$ cat src/rtl/rtr_link_arbiter.sv
`default_nettype none
// ============================================================================
// Module      : rtr_link_arbiter
// Description : Round-robin arbiter sharing one byte-serial router output
//               link among NUM_IN sources using the free/put handshake.
//               Grants are held for one whole packet and each forwarded byte
//               passes through one register stage.
// Revision    : 1.0 - initial release
// ============================================================================
module rtr_link_arbiter #(
  parameter int NUM_IN    = 4,
  parameter int PKT_BYTES = 4,
  parameter int TIMEOUT   = 15
) (
  input  logic                      clk,
  input  logic                      rst,
  input  logic [NUM_IN-1:0]         req_in,
  output logic [NUM_IN-1:0]         free_in,
  input  logic [NUM_IN-1:0]         put_in,
  input  logic [NUM_IN*8-1:0]       payload_in,
  input  logic                      free_out,
  output logic                      put_out,
  output logic [7:0]                payload_out,
  output logic [$clog2(NUM_IN)-1:0] grant_id,
  output logic                      busy,
  output logic                      timeout_err,
  output logic                      spurious_put
);

  localparam int IDW = $clog2(NUM_IN);
  localparam int BCW = $clog2(PKT_BYTES + 1);
  localparam int ICW = $clog2(TIMEOUT + 1);

  localparam logic [IDW-1:0] LAST_ID    = IDW'(NUM_IN - 1);
  localparam logic [BCW-1:0] LAST_BYTE  = BCW'(PKT_BYTES - 1);
  localparam logic [ICW-1:0] IDLE_LIMIT = ICW'(TIMEOUT);
  localparam logic [ICW-1:0] IDLE_MAX   = '1;

  typedef enum logic [1:0] {
    ST_IDLE = 2'd0,
    ST_WAIT = 2'd1,
    ST_XFER = 2'd2
  } state_t;

  state_t         state_q,       state_d;
  logic [IDW-1:0] grant_id_q,    grant_id_d;
  logic [IDW-1:0] rr_ptr_q,      rr_ptr_d;
  logic [BCW-1:0] byte_cnt_q,    byte_cnt_d;
  logic [ICW-1:0] idle_cnt_q,    idle_cnt_d;
  logic           put_out_q,     put_out_d;
  logic [7:0]     payload_out_q, payload_out_d;
  logic           timeout_q,     timeout_d;
  logic           spurious_q,    spurious_d;

  logic [7:0]     lane [NUM_IN];
  logic           win_found;
  logic [IDW-1:0] win_idx;
  logic [IDW-1:0] next_ptr;
  logic           gnt_put;

  // Per-source byte lanes unpacked from the flattened payload bus
  for (genvar gi = 0; gi < NUM_IN; gi++) begin : g_lane
    assign lane[gi] = payload_in[8*gi +: 8];
  end

  // Grant vector is derived from the state register so reset clears it at once
  assign free_in  = (state_q == ST_IDLE) ? '0
                  : ({{(NUM_IN-1){1'b0}}, 1'b1} << grant_id_q);
  assign busy     = (state_q != ST_IDLE);
  assign gnt_put  = (state_q != ST_IDLE) && put_in[grant_id_q];
  assign next_ptr = (grant_id_q == LAST_ID) ? '0 : grant_id_q + 1'b1;

  assign grant_id     = grant_id_q;
  assign put_out      = put_out_q;
  assign payload_out  = payload_out_q;
  assign timeout_err  = timeout_q;
  assign spurious_put = spurious_q;

  // Round-robin search: scan offsets high to low so the nearest request at or after rr_ptr wins
  always_comb begin
    int             idx;
    logic [IDW-1:0] idx_l;
    win_found = 1'b0;
    win_idx   = '0;
    idx       = 0;
    idx_l     = '0;
    for (int k = NUM_IN - 1; k >= 0; k--) begin
      idx = int'(rr_ptr_q) + k;
      if (idx >= NUM_IN) begin
        idx = idx - NUM_IN;
      end
      idx_l = IDW'(idx);
      if (req_in[idx_l]) begin
        win_found = 1'b1;
        win_idx   = idx_l;
      end
    end
  end

  // Next-state logic: grant in IDLE, forward bytes and track completion/idle time while granted
  always_comb begin
    state_d       = state_q;
    grant_id_d    = grant_id_q;
    rr_ptr_d      = rr_ptr_q;
    byte_cnt_d    = byte_cnt_q;
    idle_cnt_d    = idle_cnt_q;
    put_out_d     = 1'b0;
    payload_out_d = payload_out_q;
    timeout_d     = 1'b0;
    // Any put from a source that does not hold the grant is flagged and dropped
    spurious_d    = |(put_in & ~free_in);

    case (state_q)
      ST_IDLE: begin
        if (free_out && win_found) begin
          state_d    = ST_WAIT;
          grant_id_d = win_idx;
          byte_cnt_d = '0;
          idle_cnt_d = '0;
        end
      end
      ST_WAIT, ST_XFER: begin
        if (gnt_put) begin
          put_out_d     = 1'b1;
          payload_out_d = lane[grant_id_q];
          byte_cnt_d    = byte_cnt_q + 1'b1;
          idle_cnt_d    = '0;
          if (byte_cnt_q == LAST_BYTE) begin
            state_d  = ST_IDLE;
            rr_ptr_d = next_ptr;
          end else begin
            state_d  = ST_XFER;
          end
        end else if (idle_cnt_q == IDLE_LIMIT) begin
          // Source stalled too long: abandon the grant, already-forwarded bytes stay sent
          timeout_d = 1'b1;
          state_d   = ST_IDLE;
          rr_ptr_d  = next_ptr;
        end else if (idle_cnt_q != IDLE_MAX) begin
          idle_cnt_d = idle_cnt_q + 1'b1;
        end
      end
      default: begin
        state_d = ST_IDLE;
      end
    endcase
  end

  // State and datapath registers, all cleared asynchronously
  always_ff @(posedge clk or posedge rst) begin
    if (rst) begin
      state_q       <= ST_IDLE;
      grant_id_q    <= '0;
      rr_ptr_q      <= '0;
      byte_cnt_q    <= '0;
      idle_cnt_q    <= '0;
      put_out_q     <= 1'b0;
      payload_out_q <= '0;
      timeout_q     <= 1'b0;
      spurious_q    <= 1'b0;
    end else begin
      state_q       <= state_d;
      grant_id_q    <= grant_id_d;
      rr_ptr_q      <= rr_ptr_d;
      byte_cnt_q    <= byte_cnt_d;
      idle_cnt_q    <= idle_cnt_d;
      put_out_q     <= put_out_d;
      payload_out_q <= payload_out_d;
      timeout_q     <= timeout_d;
      spurious_q    <= spurious_d;
    end
  end

endmodule
`default_nettype wire
$ cat config.mk
export PLATFORM = sky130hd
export DESIGN_NAME = rtr_link_arbiter
export DESIGN_NICKNAME = d
export VERILOG_FILES = /design/src/rtl/rtr_link_arbiter.sv
export SDC_FILE = /design/constraint.sdc
export NUM_CORES = 1
export LEC_CHECK = 0
export BUFFER_PORTS_ARGS = -buffer_cell sky130_fd_sc_hd__buf_2
export CORE_ASPECT_RATIO = 0.5
export CORE_MARGIN = 2
export CORE_UTILIZATION = 47
export CTS_BUF_LIST = sky130_fd_sc_hd__clkbuf_8
export CTS_CLUSTER_SIZE = 16
export DETAILED_ROUTE_END_ITERATION = 10
export GPL_ROUTABILITY_DRIVEN = 0
export PLACE_DENSITY = 0.84
export SLEW_MARGIN = 20
export SYNTH_ARGS = -nofsm -noshare
export SYNTH_HDL_FRONTEND = slang
export SYNTH_SLANG_ARGS = --single-unit
export TNS_END_PERCENT = 100
$ cat constraint.sdc
create_clock -name clk -period 5.75 [get_ports clk]
set_clock_uncertainty 0.15 [all_clocks]
set_input_delay 0.8625 -clock clk [delete_from_list [all_inputs] [get_ports clk]]
set_output_delay 0.8625 -clock clk [all_outputs]
set_load 0.1 [all_outputs]
; ---- After elaboration in Yosys (flattened, before gate mapping)
; Index checks and enable logic that the tools add are counted.
[totals]
output_inout_bits = 18
elab_cells = 107
regBits = 24
input_bits = 43
[classes]
addsub = 10
magnitude_cmp = 10
eq_ne = 12
n_reduce_logical = 14
bitwise = 3
shifts = 1
n_mux = 48
[op_table]
columns = operator, n
row1 = 2-to-1 mux 2 bit, 16
row2 = 2-to-1 mux 4 bit, 5
row3 = binary-select mux 8 bit (select 2 bit), 1
row4 = 2-to-1 mux 8 bit, 2
row5 = "< comparator 2 x 3 -> 1 bit, second input constant", 5
row6 = 2-to-1 mux 1 bit, 14
row7 = "greater-or-equal comparator 3 bit, second input constant", 4
row8 = binary-select mux 1 bit (select 2 bit), 5
row9 = "!= test 3 bit, second input constant", 3
row10 = case mux 4 bit (2 select lines), 1
row11 = "subtractor 2 x 1 -> 2 bit, second input constant", 4
row12 = "adder 2 x 2 -> 3 bit, second input constant", 2
row13 = 2-to-1 mux 3 bit, 2
row14 = case mux 3 bit (2 select lines), 1
row15 = AND reduction 2 bit, 3
row16 = AND reduction 3 bit, 2
row17 = nonzero test 2 bit, 3
row18 = "adder 4 x 1 -> 4 bit, second input constant", 1
row19 = AND 4 bit, 1
row20 = "equality test 2 bit, second input constant", 2
row21 = "equality test 4 bit, second input constant", 1
row22 = "!= test 2 x 1 -> 1 bit, second input constant", 2
row23 = "!= test 4 bit, second input constant", 1
row24 = inverter 4 bit, 1
row25 = 15 further kinds, 16

; ---- Longest topological paths before layout
[logic_depth]
word_depth = 12
ltp_mapped = 7
ltp_nobuf = 6

; ---- Least setup slack after synthesis
; No wires, ideal clock.
[synth_path]
kind = register -> output
startpoint = reg grant_id_q[0] (netlist: grant_id[0])
endpoint = out free_in[2]
path_buffers = 1
arrival_time_ns = 2.779
slack_ns = 1.958
stages_incl_launch_ff = 5
required_ns = 4.738
cell_sequence = dfrtp_1 -> buf_2 -> inv_1 -> ha_1 -> nor2b_1
[synth_between]
elab_chain_len = 2
[synth_rtl]
columns = element, line
row1 = start: declaration, 46  ; logic [IDW-1:0] grant_id_q, grant_id_d;
row2 = start signal: assignment, 163  ; grant_id_q <= grant_id_d;
row3 = left shift 1 x 2 -> 4 bit, 68  ; : ({{(NUM_IN-1){1'b0}}, 1'b1} << grant_id_q);
row4 = 2-to-1 mux 4 bit, 67  ; assign free_in = (state_q == ST_IDLE) ? '0
row5 = end: declaration, 18  ; output logic [NUM_IN-1:0] free_in,
; Every way passes these cells.

; ---- Worst setup path after layout
[layout_path]
startpoint = reg grant_id_q[0] (netlist: grant_id[0])
endpoint = out free_in[3]
; The elaborated chain is that of the path after synthesis.

==> impl_metrics.json <==
{
  "netlist_instances": 138,
  "wire_per_inst_um": 14.47,
  "path_buf_inv": 1,
  "cts_buffers": 3,
  "tightest_slew_ps": 881.9,
  "grt_max_degree": 25,
  "period_minus_slack_ps": 2978,
  "cts_tree": "yes",
  "core_mm2": 0.003048,
  "cts_root_buf": "clkbuf_8",
  "synth_top_area_share_pct": 39.18,
  "first_iter_violations": 34,
  "post-synth-top-count-cell": "dfrtp_1",
  "htreeDepth": 1,
  "max_freq_ghz": 0.3358,
  "ant_nets": 0,
  "grt_first_pass_wirelength_mm": 5.692,
  "ys_ff_latch": 24,
  "drc": 0,
  "timing.reg2reg.setup_slack_ps": 3060,
  "cp_slowest_cell": "dfrtp_1",
  "clk_latency_ps": 270,
  "cts_setup_buffers": 0,
  "start_util_pct": 50.29,
  "ys.flop_type": "dfrtp_1",
  "first_pass_iters": 4,
  "die_w_um": 84.76,
  "syn-num-nets": 191,
  "worstPathArrival_ps": 1970,
  "crit_required_ps": 4740,
  "synthTopCellsByCount": "24 x dfrtp_1, 12 x inv_1, 11 x mux2_1",
  "status": "completed",
  "grt_pass1_vias": 1337,
  "clock_path_buffers": 2,
  "slew_viol_final": 0,
  "die_h_um": 44.38,
  "hpwl_mm": 2.760,
  "worst-setup-path-type": "register to primary output",
  "drv_cap": 0,
  "hold_viol_final": 0,
  "max_stage_delay_ps": 820,
  "hp-class": "register to register",
  "crit_fanout": 15,
  "yosys-top-cells-area": "dfrtp_1 39%, mux4_2 13%, ha_1 8.2%",
  "setup_ws_ps": 2772,
  "grt_usage_pct": 19.25,
  "dp_slack_ps": 3003,
  "layout-drive-gt1-share_pct": 41.41,
  "nFillCells": 253,
  "vias": 1300,
  "grt_overflow_total": 0,
  "pin_count": 61,
  "io_buffers": 60,
  "syn_area_mm2": 0.001533,
  "numClockSinks": 24,
  "startpoint_type": "register",
  "antenna_found_initial": 0,
  "synth_largest_area_cell": "dfrtp_1",
  "cp_cell_sequence": "ha_1, nor2b_1, buf_2",
  "crit_family": "flip-flops",
  "cts_resized": 0,
  "cts_hold_buf": 0,
  "synth_edf_count": 0,
  "synth_cell_types": 39,
  "die-area_mm2": 0.003762,
  "fin_tns_setup_ps": 0,
  "syn_avg_cell_area_um2": 11.11,
  "async_flop_share_pct": 100.0,
  "routed_wl_mm": 3.443,
  "rsz0062_at_grt": "false",
  "final_nets": 252,
  "area_delta_synth_final_pct": 25.14,
  "crit_path_end_kind": "primary output",
  "antenna_cells": 0,
  "seq_area_um2": 600.6,
  "yosysSeqAreaShare_pct": 39.18,
  "yosysWarnings": 0,
  "via_per_inst": 5.462,
  "fin_crit_sh_pct": 51.80,
  "multi_input_area_um2": 859.6,
  "rows": 14,
  "clkSlewWorstSetupHoldPaths_ps": 80,
  "setup_viol": 0,
  "maxSlewHeadroom_pct": 41.14
}
==> layout by cell type, fill, tap and decap left out, types with 5 or more instances in the layout <==
cell type / Yosys / final
buf_2: 1 / 60
nor2b_1: 5 / 5
mux4_2: 9 / 9
inv_1: 12 / 12
nand2_1: 9 / 9
nor2_1: 7 / 7
mux2_1: 11 / 11
nand3_1: 6 / 6
ha_1: 10 / 10
dfrtp_1: 24 / 24
==> cells by family after synthesis <==
logic type | share of synthesized area (%)
AO/OA/AOI/OAI | 10.29
multiplexers | 22.69
flip-flops | 39.18
buffers and inverters | 4.735
adder cells (fa/ha/maj) | 8.163
AND/OR/NAND/NOR | 14.94
==> sequential cells by signal, summed over array words and instances, names as in the netlist, 2 cells and up <==
register and count:
byte_cnt_q 3, grant_id 2, idle_cnt_q 4, payload_out 8, rr_ptr_q 2, state_q 2
==> per-stage QoR <==
stage / hold slack, ps / cells / utilization (%) / area [um^2]
6_report: 348.9 / 238 / 62.93 / 1918
5_1_grt: 359.1 / 238 / 62.93 / 1918
4_1_cts: 348.0 / 238 / 62.93 / 1918
3_5_place_dp: 329.2 / 234 / 61.12 / 1863
3_3_place_gp: 318.3 / 234 / 61.12 / 1863
2_1_floorplan: 303.3 / 138 / - / 1533
==> per-layer routing <==
layer	track usage [%]	share of wire, %	vias up
met3	3.545	4.6	2
met4	2.857	0.29	0
met2	38.27	51	46
met1	22.88	44	624
li1	-	-	628
met5	0	0	-
==> worst paths after layout <==
kind,start,endpoint,cells past startpoint
min,payload_out[0]$_DFFE_PP0P_,payload_out[0]$_DFFE_PP0P_,1
min reg2reg,payload_out[0]$_DFFE_PP0P_,payload_out[0]$_DFFE_PP0P_,1
max reg2reg,grant_id[0]$_DFFE_PP0P_,idle_cnt_q[1]$_DFFE_PP0P_,4
max,grant_id[0]$_DFFE_PP0P_,free_in[3],3
max in group asynchronous,rst,idle_cnt_q[1]$_DFFE_PP0P_,2
min in group asynchronous,rst,payload_out[6]$_DFFE_PP0P_,2
==> cell type report <==
| type | count | area share, % |
|---|---|---|
| multi-input combinational | 96 | 44.81 |
| sequential | 24 | 31.31 |
| timing repair buffer | 60 | 15.66 |
| clock buffer | 4 | 2.870 |
| inverter | 14 | 2.740 |
| tap | 40 | 2.609 |
Power is left out: the tool's default activity adds up to more than one toggle a clock period on the data nets, which glitch-free logic cannot reach.
